[config.mk]
export PLATFORM = sky130hd
export DESIGN_NAME = fx2_cmd_decoder
export DESIGN_NICKNAME = d
export VERILOG_FILES = /design/src/rtl/fx2_cmd_pkg.sv /design/src/rtl/fx2_reply_serializer.sv /design/src/rtl/fx2_cmd_decoder.sv
export SDC_FILE = /design/constraint.sdc
export NUM_CORES = 1
export LEC_CHECK = 0
export CELL_PAD_IN_SITES_DETAIL_PLACEMENT = 1
export CELL_PAD_IN_SITES_GLOBAL_PLACEMENT = 1
export CORE_MARGIN = 10
export CORE_UTILIZATION = 33
export DETAILED_ROUTE_END_ITERATION = 6
export PLACE_DENSITY_LB_ADDON = 0.25
export SETUP_SLACK_MARGIN = 0.05
export SYNTH_ARGS = -nofsm -noshare
export SYNTH_HDL_FRONTEND = slang
export SYNTH_HIERARCHICAL = 1
export SYNTH_SLANG_ARGS = --single-unit
[constraint.sdc]
create_clock -name fx2_clk -period 3.35 [get_ports fx2_clk]
set_input_delay 0.67 -clock fx2_clk [delete_from_list [all_inputs] [get_ports fx2_clk]]
set_output_delay 0.67 -clock fx2_clk [all_outputs]
set_load 0.05 [all_outputs]
[src/rtl/fx2_cmd_pkg.sv]
// Shared opcodes, payload lengths, control targets and FSM encoding for the FX2 command decoder.
package fx2_cmd_pkg;

  localparam logic [7:0] OP_CTRL  = 8'h01;
  localparam logic [7:0] OP_READ  = 8'h04;
  localparam logic [7:0] OP_WRITE = 8'h05;

  localparam logic [2:0] LEN_CTRL  = 3'd2;
  localparam logic [2:0] LEN_READ  = 3'd2;
  localparam logic [2:0] LEN_WRITE = 3'd6;

  localparam logic [7:0] CTRL_TGT_DET = 8'h01;
  localparam logic [7:0] CTRL_TGT_SEQ = 8'h02;

  typedef enum logic [2:0] {
    S_IDLE,
    S_ARGS,
    S_EXEC,
    S_RD_WAIT,
    S_REPLY
  } state_t;

  // Zero marks an opcode the decoder does not understand.
  function automatic logic [2:0] payload_len(input logic [7:0] op);
    case (op)
      OP_CTRL:  payload_len = LEN_CTRL;
      OP_READ:  payload_len = LEN_READ;
      OP_WRITE: payload_len = LEN_WRITE;
      default:  payload_len = 3'd0;
    endcase
  endfunction

endpackage

[src/rtl/fx2_reply_serializer.sv]
// Serialises a 32-bit read word into 4 bytes, LSB first, on a valid/ready stream.
// The byte is held while ready is low; done_o marks the handshake of the 4th byte.
module fx2_reply_serializer (
  input  logic        clk_i,
  input  logic        rst_ni,
  input  logic        load_i,
  input  logic [31:0] word_i,
  output logic [7:0]  data_o,
  output logic        valid_o,
  input  logic        ready_i,
  output logic        done_o
);

  logic [31:0] word_q;
  logic [1:0]  cnt_q;
  logic        vld_q;

  always_ff @(posedge clk_i or negedge rst_ni) begin
    if (!rst_ni) begin
      word_q <= 32'h0;
      cnt_q  <= 2'd0;
      vld_q  <= 1'b0;
    end else if (load_i) begin
      word_q <= word_i;
      cnt_q  <= 2'd0;
      vld_q  <= 1'b1;
    end else if (vld_q && ready_i) begin
      word_q <= {8'h00, word_q[31:8]};
      cnt_q  <= cnt_q + 2'd1;
      if (cnt_q == 2'd3) vld_q <= 1'b0;
    end
  end

  assign data_o  = word_q[7:0];
  assign valid_o = vld_q;
  assign done_o  = vld_q && ready_i && (cnt_q == 2'd3);

endmodule

[src/rtl/fx2_cmd_decoder.sv]
// Decodes FX2 host command frames into register writes/reads and control strobes,
// serialising read replies back to the bridge; aborts frames that stall mid-payload.
module fx2_cmd_decoder
  import fx2_cmd_pkg::*;
#(
  parameter int TIMEOUT_CYCLES = 65535
) (
  input  logic        fx2_clk,
  input  logic        reset_n,
  input  logic [7:0]  in_data,
  input  logic        in_valid,
  output logic        in_ready,
  output logic [7:0]  out_data,
  output logic        out_valid,
  input  logic        out_ready,
  output logic [15:0] reg_addr,
  output logic [31:0] reg_wdata,
  output logic        reg_wr,
  output logic        reg_rd,
  input  logic [31:0] reg_rdata,
  output logic [7:0]  ctrl_target,
  output logic [7:0]  ctrl_value,
  output logic        ctrl_stb,
  output logic [7:0]  err_count
);

  localparam logic [15:0] TMO_LAST = 16'(TIMEOUT_CYCLES - 1);

  state_t      state_q, state_d;
  logic [7:0]  op_q, op_d;
  logic [2:0]  idx_q, idx_d;
  logic [15:0] tmo_q, tmo_d;
  logic [15:0] addr_q, addr_d;
  logic [31:0] wdata_q, wdata_d;
  logic [7:0]  tgt_q, tgt_d;
  logic [7:0]  val_q, val_d;
  logic        wr_q, wr_d;
  logic        rd_q, rd_d;
  logic        stb_q, stb_d;
  logic [7:0]  err_q, err_d;
  logic        alive_q;
  logic        err_inc;
  logic        in_hs;
  logic        ser_load;
  logic        ser_done;

  assign in_ready = alive_q && (state_q == S_IDLE || state_q == S_ARGS);
  assign in_hs    = in_valid && in_ready;

  always_ff @(posedge fx2_clk or negedge reset_n) begin
    if (!reset_n) begin
      state_q <= S_IDLE;
      op_q    <= 8'h00;
      idx_q   <= 3'd0;
      tmo_q   <= 16'h0;
      addr_q  <= 16'h0;
      wdata_q <= 32'h0;
      tgt_q   <= 8'h00;
      val_q   <= 8'h00;
      wr_q    <= 1'b0;
      rd_q    <= 1'b0;
      stb_q   <= 1'b0;
      err_q   <= 8'h00;
      alive_q <= 1'b0;
    end else begin
      state_q <= state_d;
      op_q    <= op_d;
      idx_q   <= idx_d;
      tmo_q   <= tmo_d;
      addr_q  <= addr_d;
      wdata_q <= wdata_d;
      tgt_q   <= tgt_d;
      val_q   <= val_d;
      wr_q    <= wr_d;
      rd_q    <= rd_d;
      stb_q   <= stb_d;
      err_q   <= err_d;
      alive_q <= 1'b1;
    end
  end

  always_comb begin
    state_d  = state_q;
    op_d     = op_q;
    idx_d    = idx_q;
    tmo_d    = tmo_q;
    addr_d   = addr_q;
    wdata_d  = wdata_q;
    tgt_d    = tgt_q;
    val_d    = val_q;
    wr_d     = 1'b0;
    rd_d     = 1'b0;
    stb_d    = 1'b0;
    err_inc  = 1'b0;
    ser_load = 1'b0;

    case (state_q)
      S_IDLE: begin
        tmo_d = 16'h0;
        if (in_hs) begin
          if (payload_len(in_data) != 3'd0) begin
            op_d    = in_data;
            idx_d   = 3'd0;
            state_d = S_ARGS;
          end else begin
            err_inc = 1'b1;
          end
        end
      end
      S_ARGS: begin
        if (in_hs) begin
          tmo_d = 16'h0;
          // Fields are little-endian; idx_q is the payload byte position.
          case (op_q)
            OP_WRITE: begin
              case (idx_q)
                3'd0:    addr_d[7:0]    = in_data;
                3'd1:    addr_d[15:8]   = in_data;
                3'd2:    wdata_d[7:0]   = in_data;
                3'd3:    wdata_d[15:8]  = in_data;
                3'd4:    wdata_d[23:16] = in_data;
                default: wdata_d[31:24] = in_data;
              endcase
            end
            OP_READ: begin
              if (idx_q == 3'd0) addr_d[7:0] = in_data;
              else               addr_d[15:8] = in_data;
            end
            default: begin
              if (idx_q == 3'd0) tgt_d = in_data;
              else               val_d = in_data;
            end
          endcase
          if (idx_q == payload_len(op_q) - 3'd1) begin
            state_d = S_EXEC;
            wr_d    = (op_q == OP_WRITE);
            rd_d    = (op_q == OP_READ);
            stb_d   = (op_q == OP_CTRL);
          end else begin
            idx_d = idx_q + 3'd1;
          end
        end else if (tmo_q == TMO_LAST) begin
          state_d = S_IDLE;
          tmo_d   = 16'h0;
          err_inc = 1'b1;
        end else begin
          tmo_d = tmo_q + 16'h1;
        end
      end
      S_EXEC: begin
        state_d = (op_q == OP_READ) ? S_RD_WAIT : S_IDLE;
      end
      S_RD_WAIT: begin
        ser_load = 1'b1;
        state_d  = S_REPLY;
      end
      S_REPLY: begin
        if (ser_done) state_d = S_IDLE;
      end
      default: state_d = S_IDLE;
    endcase

    err_d = (err_inc && err_q != 8'hFF) ? err_q + 8'h01 : err_q;
  end

  fx2_reply_serializer u_reply (
    .clk_i   (fx2_clk),
    .rst_ni  (reset_n),
    .load_i  (ser_load),
    .word_i  (reg_rdata),
    .data_o  (out_data),
    .valid_o (out_valid),
    .ready_i (out_ready),
    .done_o  (ser_done)
  );

  assign reg_addr    = addr_q;
  assign reg_wdata   = wdata_q;
  assign reg_wr      = wr_q;
  assign reg_rd      = rd_q;
  assign ctrl_target = tgt_q;
  assign ctrl_value  = val_q;
  assign ctrl_stb    = stb_q;
  assign err_count   = err_q;

endmodule

# Yosys cells after proc, flatten, opt, wreduce, memory -nomap -nowiden
# Cells that the tools add are included.
word_totals:
  register_bits: 141
  elab_cells: 132
  out_inout_bits: 85
classes:
  add_sub_neg: 5
  n_eq_ne: 27
  n_reduce_logical: 29
  bitwise_logic: 3
  mux: 48
op_table:
  columns: ["cell", "count"]
  rows:
  - ["32-bit 2-to-1 mux", 2]
  - ["16-bit one-hot mux with 2 select lines", 2]
  - ["3-bit 2-to-1 mux", 14]
  - ["8-bit by 3-bit == test with 1-bit output, second input constant", 4]
  - ["16-bit 2-to-1 mux", 2]
  - ["8-bit 2-to-1 mux", 3]
  - ["4-bit AND reduction", 6]
  - ["3-bit one-hot mux with 2 select lines", 3]
  - ["1-bit 2-to-1 mux", 17]
  - ["16-bit by 1-bit adder with 16-bit output, second input constant", 1]
  - ["16-bit == test, second input constant", 1]
  - ["8-bit by 1-bit == test with 1-bit output, second input constant", 2]
  - ["3-bit one-hot mux with 5 select lines", 1]
  - ["5-bit AND reduction", 3]
  - ["3-bit by 2-bit == test with 1-bit output, second input constant", 4]
  - ["2-bit inequality test, second input constant", 5]
  - ["8-bit by 1-bit adder with 8-bit output, second input constant", 1]
  - ["8-bit inequality test, second input constant", 1]
  - ["2-bit nonzero test", 4]
  - ["3-bit by 1-bit == test with 1-bit output, second input constant", 2]
  - ["3-bit == test, second input constant", 2]
  - ["3-bit logical NOT", 2]
  - ["2-bit 2-to-1 mux", 3]
  - ["3-bit by 2-bit inequality test with 1-bit output, second input constant", 2]
  - ["other kinds (15)", 25]

# Logic depth before layout (Yosys ltp)
depth:
  ltp_word: 11
  mapped_depth: 8
  depth_no_buf: 8

# Hierarchy
# Netlist, hierarchy kept.
by_module_without_submodules:
  columns: ["mod", "instances", "seq_area_each_um2", "area_each_um2", "cells_each"]
  rows:
  - ["fx2_cmd_decoder", 1, 2652.5, 4670.7, 358]
  - ["fx2_reply_serializer", 1, 875.8, 1953.1, 193]

# Worst setup path after synthesis
# OpenSTA, ideal clock, no wires.
synth_path:
  path_kind: "input port to flip-flop"
  from: "input in_data[3]"
  to: "register state_q[0]"
  setup_slack_ns: 1.108
  path_buffers: 0
  t_arrival_ns: 2.117
  path_stages: 5
  t_required_ns: 3.225
  cell_sequence: "or4_4 > nor4_4 > a311oi_1 > a2111o_1 > mux2_4"
synth_between:
  elab_chain_len: 8
  elab_cells_between_ends: 10
  cone_classes: "4 x eq/ne; 3 x mux; 3 x reduce/logical"
synth_lines:
  columns: ["element", "line", "rtl"]
  rows:
  - ["start: declaration", "fx2_cmd_decoder.sv:10", "input logic [7:0] in_data,"]
  - ["8-bit by 3-bit == test with 1-bit output or 8-bit by 1-bit == test with 1-bit output (tied branches)", "fx2_cmd_pkg.sv:25", "case (op)"]
  - ["2-bit OR reduction (no line)", null, null]
  - ["3-bit one-hot mux with 2 select lines (*)", "fx2_cmd_pkg.sv:25", null]
  - ["3-bit 2-to-1 mux (*)", "fx2_cmd_decoder.sv:100", "if (in_hs) begin"]
  - ["3-bit 2-to-1 mux (*)", "fx2_cmd_decoder.sv:97", "case (state_q)"]
  - ["3-bit nonzero test (*)", "fx2_cmd_decoder.sv:101", "if (payload_len(in_data) != 3'd0) begin"]
  - ["2-bit by 1-bit inequality test with 1-bit output (no line) (*)", null, null]
  - ["5-bit AND reduction (no line) (*)", null, null]
  - ["end signal: assignment", "fx2_cmd_decoder.sv:66", "state_q <= state_d;"]
  - ["end: declaration", "fx2_cmd_decoder.sv:29", "state_t state_q, state_d;"]
# Mark *: on every way between the ends. The rest lies on a longest branch, timed or not. The select of a mux whose other input is x is not followed.
# A chain may end at the register's enable or synchronous reset.

# Worst setup path in the final report
layout_path:
  from: "register state_q[1]"
  to: "output in_ready"
layout_between:
  elab_chain_len: 3
  elab_cells_between_ends: 4
  cone_classes: "1 x eq/ne; 3 x reduce/logical"
layout_lines:
  columns: ["element", "line", "rtl"]
  rows:
  - ["3-bit by 1-bit == test with 1-bit output or 3-bit logical NOT (tied branches)", "fx2_cmd_decoder.sv:47", "assign in_ready = alive_q && (state_q == S_IDLE || state_q == S_ARGS);"]
  - ["1-bit logical OR (*)", "fx2_cmd_decoder.sv:47", null]
  - ["1-bit logical AND (*)", "fx2_cmd_decoder.sv:47", null]
  - ["end: declaration", "fx2_cmd_decoder.sv:12", "output logic in_ready,"]
# Mark *: on every way between the ends. The rest lies on a longest branch, timed or not.

==> summary.txt <==
Place
  – DP Wirelength: around 13000 µm
  – GPL Wtd Cong: 0.779
  – Port Buffers: 128
  – Dpl cell area: 0.00804 mm²

Timing
  – Final setup viols: 0
  – Period Utilization, post-route: 83.2%
  – Post-layout min period: about 2.8 ns
  – Setup Skew: 0.0122 ns
  – RSZ-0062 raised after global routing: no
  – Least-Margin Pin Slew: 0.777 ns
  – Slew HR: 48.2%
  – Final Hold Vio Count: 0
  – Max Transition Viols Final: 0
  – Setup TNS: 0 ns
  – Max Freq: 0.359 GHz

Critical path
  – CP required: approximately 2.7 ns
  – Crit Path Class: flip-flop to output port
  – Crit path capture type: output port
  – Worst-path fanout max: 9
  – Arrival time at the worst endpoint: 2.12 ns
  – Crit path launch type: flip-flop

GRT
  – Global-route wire length before repair: 30100 µm
  – Initial antenna violation count: 0
  – GR Util All Layers: roughly 14%
  – Vias in the first global route: 5350
  – Total congestion overflow: 0
  – Largest net degree at the start of global routing: 93

Synth
  – Largest cells by area after synthesis: dfrtp_1 (53%), mux2_2 (11%), nand2_1 (3.3%)
  – Seq cells post-synth: 141
  – Mapped Nets: 604
  – Commonest cells in the netlist: dfrtp_1 (141), mux2_2 (67), nand2_1 (58)
  – Top-count cell post-synth: dfrtp_1
  – Yosys top cell area share: 53.3%
  – Asr flop ratio synth: 100%
  – Register area share after synthesis: 53.3%
  – Largest area contributor in the netlist: dfrtp_1
  – Yosys warns: 6
  – Mean post-synth cell area: 12.0 µm²
  – Mapped Cells: between 500 and 600
  – Number of distinct library cells after synthesis: 63
  – Top FF cell, synth: dfrtp_1
  – Number of synthesized flops with an enable pin: 0
  – Synth Cell Area: 0.00662 mm²

Floorplan
  – Initial Util: between 30% and 40%
  – Core area: 0.0196 mm²
  – Die height: between 150 and 200 µm
  – Die ar.: 0.0261 mm²
  – Die width: approximately 160 µm
  – Num ports: 129
  – Row count: 51

Clocking
  – Root buffer cell: clkbuf_16
  – CTS Buf Count: 17
  – Cts repair resizes: 0
  – Post-CTS setup buffer count: 0
  – Worst-skew pair later-pin latency: 0.43 ns
  – CTS clk-pin slew, worst paths: around 0.070 ns
  – Hold buffer count at CTS: 0
  – H-tree depth: 4
  – CTS max path bufs: 2
  – Clock sinks: 141
  – CTS tree: done

Outcome
  – Status: completed

Cells and area
  – Area Overhead vs Synth: 30.6%
  – Share of layout cells above drive strength 1: between 20% and 30%
  – Filler cells: 2082
  – Final Cell Area: 0.00865 mm²
  – Layout Nets: 727
  – Inserted Diodes: 0

Power and ir drop
  – Worst vdd ir: 557 µV
  – Power per Cell Area: between 700 and 800 mW/mm²
  – Pleak: between 3 and 4 nW

Detailed routing
  – Final ANT Viol Nets: 0
  – Routed wire length: around 19000 µm
  – Residual DRC: 0
  – DRT Pass-1 Iters: 4
  – Wire length per cell: slightly below 20 µm
  – Via density: 4.94
  – Via count: 4705
  – Number of DRC markers in iteration 0: 218

Job
  – Max-Cap Viols: 0

Min path
  – Hold crit path type: input pin to async pin
==> cell type report <==
| cell class | instances | area, µm² | share of cell area [%] |
|---|---|---|---|
| clock buffers | 17 | 425 | 4.92 |
| clock inverters | 15 | 186 | 2.15 |
| multi-input cells | 360 | 2740 | 31.7 |
| flip-flops and latches | 141 | 3530 | 40.8 |
| inverters | 14 | 52.6 | 0.607 |
| well taps | 265 | 332 | 3.83 |
| repair buffers | 140 | 1390 | 16.0 |
==> path summary, 6_finish.rpt <==
check	startpoint	end	slack [ns]	depth (start not counted)
max in group asynchronous	reset_n	u_reply/word_q[23]$_DFFE_PN0P_	2.29	2
max reg2reg	state_q[0]$_DFFE_PN0P_	reg_wdata[30]$_DFFE_PN0P_	1.11	4
max	state_q[1]$_DFFE_PN0P_	in_ready	0.56	4
min reg2reg	err_count[7]$_DFFE_PN0P_	err_count[7]$_DFFE_PN0P_	0.50	1
min	reset_n	op_q[4]$_DFFE_PN0P_	0.21	1
min in group fx2_clk	err_count[7]$_DFFE_PN0P_	err_count[7]$_DFFE_PN0P_	0.50	1
==> registers in the layout, summed over array words and instances (netlist names), 2 cells and up <==
signal / flops
reg_wdata: 32
u_reply/word_q: 32
reg_addr: 16
tmo_q: 16
ctrl_target: 8
ctrl_value: 8
err_count: 8
op_q: 8
idx_q: 3
state_q: 3
u_reply/cnt_q: 2
==> metrics by stage <==
| stage | power (W) | setup slack [ns] | hold WS, ns | utilization [%] | std cells |
|---|---|---|---|---|---|
| global route | 0.00687 | 0.458 | 0.241 | 44.2 | 952 |
| CTS | 0.00659 | 0.527 | 0.226 | 44.2 | 952 |
| detailed placement | 0.00462 | 0.337 | 0.495 | 41.0 | 920 |
| finish | 0.00650 | 0.562 | 0.213 | 44.2 | 952 |
| global placement | 0.00455 | 0.428 | 0.482 | 41.0 | 920 |
| floorplan | 0.00391 | 1.11 | 0.374 | - | 551 |
==> where the power goes <==
part	internal, W	switching (W)
clock network	0.00102	0.000903
logic	0.000841	0.00138
registers	0.00205	0.000303
total	0.00391	0.00259
==> routing by layer <==
metal	up-vias	global-route usage, %	routed length (µm)
li1	2184	-	-
met1	2419	17.5	8010
met2	88	23.6	9280
met3	14	5.18	1010
met4	0	4.34	228
met5	-	0	0
==> cells by family after synthesis <==
family                   count (synthesis)  synth area share [%]
AO/OA/AOI/OAI                           65                  7.86
XOR/XNOR                                16                  2.12
adder cells (fa/ha/maj)                  9                  1.70
buffers and inverters                   50                  5.38
flip-flops                             141                  53.3
multiplexers                            70                  11.9
other                                    1                0.0566
AND/OR/NAND/NOR                        199                  17.7
==> cells in the final DEF (no fill, tap or decap), types with 10 or more instances in the layout <==
cell type	n
nand2b_1	24
nor2_1	23
clkbuf_16	17
buf_4	11
nand3_1	12
dfrtp_1	141
o211ai_1	16
nand2_1	58
and3_1	11
o21ai_0	10
mux2_2	67
clkdlybuf4s50_1	127
nand4b_1	24
inv_1	13
==> worst max-delay path, cell delays in order (launching register included) <==
cell and delay, ns:
dfrtp_1 0.46, nor2_1 0.13, buf_4 0.17, and2_1 0.13
clkdlybuf4s50_1 0.81
Power figures use the tool's default switching activity.
